## config.mk

```make
export PLATFORM = sky130hd
export DESIGN_NAME = ntt_bfly_agu
export DESIGN_NICKNAME = d
export VERILOG_FILES = /design/src/rtl/ntt_pkg.sv /design/src/rtl/ntt_delay_line.sv /design/src/rtl/ntt_bfly_agu.sv
export SDC_FILE = /design/constraint.sdc
export NUM_CORES = 1
export LEC_CHECK = 0
export ABC_AREA = 1
export CORE_ASPECT_RATIO = 0.5
export CORE_MARGIN = 2
export CORE_UTILIZATION = 30
export CTS_BUF_LIST = sky130_fd_sc_hd__clkbuf_2
export CTS_CLUSTER_DIAMETER = 80
export DETAILED_ROUTE_END_ITERATION = 8
export SYNTH_ARGS = -nofsm -noshare
export SYNTH_HDL_FRONTEND = slang
export SYNTH_SLANG_ARGS = --single-unit
```

## constraint.sdc

```tcl
create_clock -name clk -period 3.4 [get_ports clk]
set_input_delay 0.85 -clock clk [delete_from_list [all_inputs] [get_ports clk]]
set_output_delay 0.85 -clock clk [all_outputs]
set_load 0.01 [all_outputs]
```

## src/rtl/ntt_pkg.sv

```systemverilog
// Shared NTT definitions: AGU state encoding, default BRAM address width and
// the legal configuration ranges used by the AGU and the butterfly datapath.
// No logic, no latency, no flow control.
package ntt_pkg;

    typedef enum logic [1:0] {
        ST_IDLE  = 2'd0,
        ST_RUN   = 2'd1,
        ST_DRAIN = 2'd2,
        ST_FIN   = 2'd3
    } ntt_state_t;

    localparam int ADDR_W_DEF = 15;

    // Legal transform sizes are 2^LOGN_MIN .. 2^LOGN_MAX; the read-to-write
    // latency must cover the registered BRAM read plus at least two
    // butterfly pipeline stages.
    localparam int LOGN_MIN = 2;
    localparam int LOGN_MAX = 15;
    localparam int LAT_MIN  = 3;

endpackage

```

## src/rtl/ntt_delay_line.sv

```systemverilog
// DEPTH-deep shift register of {valid, address}; aligns write-back control
// with the read stream. Latency: exactly DEPTH cycles. No backpressure: it
// shifts every cycle. DEPTH must be >= 2.
// Ports: clk, rst_n (async active-low clear), vld_i/dat_i in, vld_o/dat_o out.
module ntt_delay_line #(
    parameter int DEPTH = 8,
    parameter int W     = 15
) (
    input  logic         clk,
    input  logic         rst_n,
    input  logic         vld_i,
    input  logic [W-1:0] dat_i,
    output logic         vld_o,
    output logic [W-1:0] dat_o
);

    logic [DEPTH-1:0]        vld_q;
    logic [DEPTH-1:0][W-1:0] dat_q;

    always_ff @(posedge clk or negedge rst_n) begin
        if (!rst_n) begin
            vld_q <= '0;
            dat_q <= '0;
        end else begin
            vld_q <= {vld_q[DEPTH-2:0], vld_i};
            dat_q <= {dat_q[DEPTH-2:0], dat_i};
        end
    end

    assign vld_o = vld_q[DEPTH-1];
    assign dat_o = dat_q[DEPTH-1];

endmodule

```

## src/rtl/ntt_bfly_agu.sv

```systemverilog
// Butterfly address generator for an in-place radix-2 DIF NTT over one BRAM.
// Latency: first read 1 cycle after start is accepted; writes trail reads by LAT.
// No backpressure: streams run free; a LAT-cycle drain separates stages.
// Ports: clk, rst_n, start in; busy, done, rd_addr/rd_valid/rd_phase, tw_addr,
// wr_addr/wr_en out. All outputs are registered or decoded from state.
module ntt_bfly_agu
    import ntt_pkg::*;
#(
    parameter int LOGN   = 15,
    parameter int ADDR_W = ADDR_W_DEF,
    parameter int LAT    = 8
) (
    input  logic              clk,
    input  logic              rst_n,
    input  logic              start,
    output logic              busy,
    output logic              done,
    output logic [ADDR_W-1:0] rd_addr,
    output logic              rd_valid,
    output logic              rd_phase,
    output logic [LOGN-2:0]   tw_addr,
    output logic [ADDR_W-1:0] wr_addr,
    output logic              wr_en
);

    localparam int JW = LOGN - 1;          // butterfly index width
    localparam int SW = $clog2(LOGN);      // stage index width
    localparam int CW = $clog2(LAT + 1);   // drain counter width
    localparam int TW = LOGN - 1;          // twiddle index width

    localparam logic [JW-1:0] J_LAST = {JW{1'b1}};
    localparam logic [SW-1:0] S_LAST = SW'(LOGN - 1);

    ntt_state_t        state_q, state_d;
    logic [SW-1:0]     s_q, s_d;
    logic [JW-1:0]     j_q, j_d;
    logic              ph_q, ph_d;
    logic [CW-1:0]     cnt_q, cnt_d;

    logic [ADDR_W-1:0] rd_addr_q, rd_addr_d;
    logic              rd_valid_q, rd_valid_d;
    logic              rd_phase_q, rd_phase_d;
    logic [TW-1:0]     tw_q, tw_d;
    logic              done_q, done_d;

    // Address math for the current (s, j): h = LOGN-1-s selects the split
    // bit, k is the offset inside the group, and the group index is shifted
    // up one place to open a zero at bit h for the partner offset.
    logic [SW-1:0]     h;
    logic [ADDR_W-1:0] j_ext, half, mask, k, a_addr;

    assign h      = S_LAST - s_q;
    assign j_ext  = ADDR_W'(j_q);
    assign half   = ADDR_W'(1) << h;
    assign mask   = half - ADDR_W'(1);
    assign k      = j_ext & mask;
    assign a_addr = (((j_ext >> h) << h) << 1) | k;

    always_comb begin
        state_d = state_q;
        s_d     = s_q;
        j_d     = j_q;
        ph_d    = ph_q;
        cnt_d   = cnt_q;
        done_d  = 1'b0;
        case (state_q)
            ST_IDLE: begin
                if (start) begin
                    state_d = ST_RUN;
                    s_d     = '0;
                    j_d     = '0;
                    ph_d    = 1'b0;
                end
            end
            ST_RUN: begin
                ph_d = ~ph_q;
                if (ph_q) begin
                    j_d = j_q + 1'b1;
                    if (j_q == J_LAST) begin
                        cnt_d   = '0;
                        state_d = (s_q == S_LAST) ? ST_FIN : ST_DRAIN;
                    end
                end
            end
            ST_DRAIN: begin
                // LAT idle read slots let the last write of this stage land
                // no later than the first read of the next one.
                if (cnt_q == CW'(LAT - 1)) begin
                    state_d = ST_RUN;
                    s_d     = s_q + 1'b1;
                    j_d     = '0;
                    ph_d    = 1'b0;
                end else begin
                    cnt_d = cnt_q + 1'b1;
                end
            end
            ST_FIN: begin
                // One extra cycle past LAT so done follows the final write.
                if (cnt_q == CW'(LAT)) begin
                    state_d = ST_IDLE;
                    done_d  = 1'b1;
                end else begin
                    cnt_d = cnt_q + 1'b1;
                end
            end
            default: state_d = ST_IDLE;
        endcase
    end

    // Read stream is registered: the slot computed while in RUN appears on
    // the BRAM port one cycle later.
    always_comb begin
        rd_valid_d = (state_q == ST_RUN);
        rd_phase_d = 1'b0;
        rd_addr_d  = '0;
        tw_d       = '0;
        if (state_q == ST_RUN) begin
            rd_phase_d = ph_q;
            rd_addr_d  = ph_q ? (a_addr | half) : a_addr;
            tw_d       = TW'(k << s_q);
        end
    end

    always_ff @(posedge clk or negedge rst_n) begin
        if (!rst_n) begin
            state_q    <= ST_IDLE;
            s_q        <= '0;
            j_q        <= '0;
            ph_q       <= 1'b0;
            cnt_q      <= '0;
            rd_addr_q  <= '0;
            rd_valid_q <= 1'b0;
            rd_phase_q <= 1'b0;
            tw_q       <= '0;
            done_q     <= 1'b0;
        end else begin
            state_q    <= state_d;
            s_q        <= s_d;
            j_q        <= j_d;
            ph_q       <= ph_d;
            cnt_q      <= cnt_d;
            rd_addr_q  <= rd_addr_d;
            rd_valid_q <= rd_valid_d;
            rd_phase_q <= rd_phase_d;
            tw_q       <= tw_d;
            done_q     <= done_d;
        end
    end

    ntt_delay_line #(
        .DEPTH (LAT),
        .W     (ADDR_W)
    ) u_wb_dly (
        .clk   (clk),
        .rst_n (rst_n),
        .vld_i (rd_valid_q),
        .dat_i (rd_addr_q),
        .vld_o (wr_en),
        .dat_o (wr_addr)
    );

    assign busy     = (state_q != ST_IDLE);
    assign done     = done_q;
    assign rd_addr  = rd_addr_q;
    assign rd_valid = rd_valid_q;
    assign rd_phase = rd_phase_q;
    assign tw_addr  = tw_q;

endmodule

```

=== Word level (Yosys, flattened, before mapping) ===
Cells that the tools add are included.

* Logic and storage cells: 84
* Flip-flop bits (word level): 185
* Output and inout bits: 49
* Bits of input ports: 3

* $add $sub $neg: 5
* Bitwise gates (word level): 4
* Equality and inequality tests: 14
* Muxes and demuxes: 28
* Reduce and logical (&&, ||, !) cells: 10
* Shift-type cells: 4

{| class="wikitable"
|+ Operator list
! operator !! number
|-
| two-way mux 14 bit || 4
|-
| one-hot mux 14 bit (3 select lines) || 1
|-
| two-way mux 15 bit || 2
|-
| bitwise OR 15 bit || 2
|-
| << shifter 15 x 4 -> 14 bit || 2
|-
| two-way mux 4 bit || 6
|-
| AND 14 x 15 -> 15 bit || 1
|-
| << shifter 1 x 4 -> 15 bit (first input constant) || 1
|-
| >> shifter 14 x 4 -> 15 bit || 1
|-
| subtractor 15 x 1 -> 15 bit (second input constant) || 1
|-
| adder 14 x 1 -> 14 bit (second input constant) || 1
|-
| == test 14 bit (second input constant) || 1
|-
| != test 2 bit (second input constant) || 6
|-
| one-hot mux 4 bit (3 select lines) || 1
|-
| two-way mux 2 bit || 5
|-
| AND reduction 5 bit || 2
|-
| adder 4 x 1 -> 4 bit (second input constant) || 2
|-
| == test 4 bit (second input constant) || 2
|-
| one-hot mux 2 bit (4 select lines) || 1
|-
| one-hot mux 4 bit (2 select lines) || 1
|-
| two-way mux 1 bit || 6
|-
| AND reduction 3 bit || 2
|-
| nonzero test 3 bit || 2
|-
| == test 2 bit (second input constant) || 2
|-
| other kinds (9) || 10
|}

=== Logic depth before layout (Yosys ltp) ===
* Word-level depth: 8
* Mapped depth: 20
* Depth with buffers taken out: 19

=== By module ===
A second synthesis with hierarchy kept.

* Cell total of the unflattened synthesis: 864
* Area, all modules: 8087.8 um^2

{| class="wikitable"
|+ By module, submodules not included
! module !! times used !! seq. area each (um^2) !! area an instance (um^2) !! cells each
|-
| ntt_bfly_agu || 1 || 1426.4 || 4772.1 || 721
|-
| ntt_delay_line || 1 || 3203.1 || 3315.7 || 143
|}

=== Least setup slack after synthesis ===
No wires, ideal clock.

* Kind: register to register
* Start: register s_q[1]
* End: register tw_q[12], in the netlist tw_addr[12]
* Arrival time: 2.471 ns
* Stages on the path, launching flop included: 17
* Required time: 3.280 ns
* Setup time: 0.120 ns
* Period minus slack after synthesis: 2.591 ns
* Slack: 0.809 ns
* Buffers on the path: 2
* Cells stage by stage: dfrtp_1 buf_2 inv_1 buf_2 ha_1 inv_1 nor2_1 nand2_1 ha_1 xnor2_1 nand3_1 o21ai_1 or2_2 nand3_1 nand3_1 nand2_1 a21oi_1

* Longest elaborated chain between the ends: 6

{| class="wikitable"
|+ RTL lines
! element !! line !! source
|-
| from (decl) || ntt_bfly_agu.sv:35 || <nowiki>logic [SW-1:0] s_q, s_d;</nowiki>
|-
| from (signal assigned) || ntt_bfly_agu.sv:127 || <nowiki>s_q <= '0;</nowiki>
|-
| from (signal assigned) || ntt_bfly_agu.sv:138 || <nowiki>s_q <= s_d;</nowiki>
|-
| subtractor 4 bit || ntt_bfly_agu.sv:52 || <nowiki>assign h = S_LAST - s_q;</nowiki>
|-
| << shifter 1 x 4 -> 15 bit || ntt_bfly_agu.sv:54 || <nowiki>assign half = ADDR_W'(1) << h;</nowiki>
|-
| subtractor 15 x 1 -> 15 bit || ntt_bfly_agu.sv:55 || <nowiki>assign mask = half - ADDR_W'(1);</nowiki>
|-
| AND 14 x 15 -> 15 bit || ntt_bfly_agu.sv:56 || <nowiki>assign k = j_ext & mask;</nowiki>
|-
| << shifter 15 x 4 -> 14 bit * || ntt_bfly_agu.sv:120 || <nowiki>tw_d = TW'(k << s_q);</nowiki>
|-
| two-way mux 14 bit * || ntt_bfly_agu.sv:117 || <nowiki>if (state_q == ST_RUN) begin</nowiki>
|-
| via tw_d[12] || ntt_bfly_agu.sv:43 || <nowiki>logic [TW-1:0] tw_q, tw_d;</nowiki>
|-
| to (signal assigned) || ntt_bfly_agu.sv:145 || <nowiki>tw_q <= tw_d;</nowiki>
|-
| to (decl) || ntt_bfly_agu.sv:43 ||
|}

The timed path passes the listed nets; every way through them passes the cells marked *.
A chain may end at the register's enable or synchronous reset.

=== Worst setup path after layout ===
* Start: register s_q[2]
* End: register tw_q[13], in the netlist tw_addr[13]

The elaborated chain is that of the path after synthesis.

==> results.md <==
* # port buffers at 51
* Post-layout util at 0.342
* Worst Path Required at 4.06 ns
* Clk_lat worst skew at 0.76 ns
* RSZ-0062 raised after global routing: false
* Gate family responsible for the most delay along the worst path: simple AND/OR/NAND/NOR gates
* Vias in the first global route at 5629
* Most common cell after layout, fill and taps aside: dfrtp_1
* Top Usage Layer GRT: met2
* Tcrit/Tclk final at 0.862
* Nets at 906
* DRC at 0
* CTS buffer count at 17
* Area of the mapped netlist at 8020 um2
* F_max at 341 MHz
* Via count at 5997
* Clk sink count at 185
* Final worst path period need at 2.93 ns
* Worst reg-to-reg path cell count at 17
* Clk root buf: clkbuf_2
* Post-placement cell area at 8800 um2
* Die area at 28100 um2
* I/O pin cnt at 52
* Post-route setup TNS at 0 ns
* Pin count of the biggest net entering global routing at 89
* Multi-input gate area at 2800 um2
* Placement row count at 42
* Levels on crit path at 17
* Total Wirelength at 19.3 mm
* Die H at 120 um
* Fillers at 2706
* Routed len/inst at 15.3 um
* Die width at 235 um
* Antenna violations before repair at 1
* M3 GR Usage at 0.0292
* Clk_skew at 0.0384 ns
* Unique masters post-synth at 46
* Hpwl dp at 14.0 mm
* Synth warn at 0
* Register area share after synthesis at 0.577
* Status: finished clean
* CTS clk-pin slew, worst paths at 0.27 ns
* Crit start category: register
* GRT met1 Usage at 0.197
* Setup crit end kind: register
* Resize count post-CTS at 0
* Slew headroom at 0.534
* Register area at 4630 um2
* Most frequent cells in the layout: 185 x dfrtp_1, 180 x nand2_1, 104 x nand3_1, 59 x inv_1, 50 x clkdlybuf4s50_1
* Clock tree buffer depth at 2
* Slew Viols, Final at 0
* Drt pass-1 iters at 5
* Flops & latches, synth at 185
* Hold Path Class: reg -> reg
* Detailed Route Iter0 Violations at 578
* Starting Density at 0.304
* Slew @ Worst Pin at 0.699 ns
* WHS Path Cells at 0
* Core area at 26400 um2
* Ordered cell list for the critical path: inv_4, nand2_2, nand2_4, buf_4, nor2_2, nand2_2, nand3_2, nor2_1, nand2_1, nand3_1, nand2_1, nand2_1, nand2_1, nand3_1, nand3_1, nand2_1, inv_1
* Vias per Instance at 4.77
* Hold Slack at 0.347 ns
* Final Hold Viols at 0
* Gr ovfl total at 0
* TritonCTS clock tree: done
* Mapped Nets at 870
* Htree depth at 4
* Area Growth Syn to Fin at 12.4%
* Slowest stage cell, crit path: dfrtp_1
* Layout cells sized above 1 at 0.118
* CP max stage delay at 0.70 ns
* Antenna-violating nets left at 0
* Gate Count Post-Synth at 857
* Most common cell on crit path: nand2_1
* Syn avg cell area at 9.36 um2
* Final Setup Violations at 0
* Critical path buffers and inverters at 3
* Main synth FF type: dfrtp_1
* VDD IR max at 0.216 mV
* Pwr Density at 505 nW/um2
* Final GP Congestion at 0.914
* Total track usage at 0.141
* Ys async rst share at 1.00
* Met2 Usage GRT at 0.217
* Lkg Pwr at 0.00438 uW
* CP Data Arrival Time at 3.59 ns
* Worst-path fanout max at 23
* Post-route cell area at 9010 um2
* Number of synthesized flops with an enable pin at 0
* Crit Path Category: reg -> reg
* First-pass GRT wire length at 30.6 mm
* Max-cap violations at 0
-- kinds of logic after synthesis --
| family | synth area share |
|---|---|
| AOI/OAI and AO/OA | 0.0889 |
| xor gates and xnor gates | 0.00328 |
| adders and majority gates | 0.0156 |
| buffers and inverters | 0.0738 |
| DFF | 0.577 |
| muxes | 0.00125 |
| and+or+nand+nor | 0.240 |
-- state kept, by name, indices dropped and copies added, names as in the netlist, 2 cells and up --
name	cells
rd_addr	15
u_wb_dly.vld_q	8
u_wb_dly.dat_q	105
cnt_q	4
state_q	2
u_wb_dly.dat_o	15
j_q	14
s_q	4
tw_addr	14
-- cell usage after synthesis (2+ instances only) --
library cell,number,area share
nor3_1,7,0.0044
o31ai_1,2,0.0019
nand2_4,5,0.0070
a21oi_1,33,0.021
nand4_1,26,0.020
nand3b_1,3,0.0028
nand2_1,180,0.084
o21ai_2,3,0.0033
o21ai_1,11,0.0069
o22ai_1,4,0.0031
o211ai_1,5,0.0047
buf_4,18,0.017
buf_1,8,0.0037
xor2_1,2,0.0022
nand2_2,13,0.010
or2_2,3,0.0023
nand3_1,104,0.065
o21a_1,7,0.0066
inv_2,11,0.0051
inv_1,59,0.028
o21ai_0,45,0.028
a31oi_1,9,0.0070
nor2_4,3,0.0042
buf_2,15,0.0094
buf_6,4,0.0056
ha_1,10,0.016
nand3_2,4,0.0050
clkbuf_1,10,0.0047
nor3_2,2,0.0025
dfrtp_1,185,0.58
nor2_1,46,0.022
nor2_2,6,0.0047
-- path summary, 6_finish.rpt --
kind                               startpoint                 end  slack, ns
max                                    s_q[2]         tw_addr[13]       0.47
min                        u_wb_dly.dat_q[64]  u_wb_dly.dat_q[79]       0.35
max reg2reg                            s_q[2]         tw_addr[13]       0.47
min reg2reg                u_wb_dly.dat_q[64]  u_wb_dly.dat_q[79]       0.35
min in group asynchronous               rst_n            rd_valid       0.62
max in group asynchronous               rst_n  u_wb_dly.dat_q[29]       1.98
-- repair_timing --
action,4_1_cts,5_1_grt
setup buffers,0,0
hold buffers,1,0
hold endpoints to repair,3,0
-- per-stage QoR --
step / power [uW] / worst slack, ns / cells
global route: 4860 / 0.214 / 1258
floorplan: 3200 / 0.809 / 857
global placement: 3580 / 0.586 / 1225
finish: 4550 / 0.471 / 1258
CTS: 4620 / 0.450 / 1257
detailed placement: 3590 / 0.567 / 1225
-- worst register-to-register path: stages (launching register included) --
cell	delay [ns]
dfrtp_1	0.70
inv_4	0.29
nand2_2	0.11
nand2_4	0.09
buf_4	0.28
nor2_2	0.10
nand2_2	0.14
nand3_2	0.12
nor2_1	0.25
nand2_1	0.12
nand3_1	0.12
nand2_1	0.07
nand2_1	0.11
nand2_1	0.08
nand3_1	0.09
nand3_1	0.09
nand2_1	0.06
inv_1	0.04
-- metal layers --
layer  wire length [um]  share of wire
met3               1090          0.056
met2               8650           0.45
met5                  0              0
met4                434          0.023
met1               9110           0.47
-- area by class of cell --
cell class                      count  area share
Sequential cell                   185       0.514
Clock inverter                     13      0.0119
Antenna cell                        1    0.000278
Clock buffer                       18     0.00999
Timing Repair Buffer               72      0.0748
Multi-Input combinational cell    546       0.311
Inverter                           71      0.0298
Tap cell                          352      0.0489
-- power breakdown --
group	internal, uW	switching [uW]	leakage [uW]	total [uW]
sequential	2420	125	0.00256	2540
combinational	332	680	0.00170	1010
clock	215	787	0.000128	1000
total	2960	1590	0.00438	4550
Power figures use the tool's default switching activity.
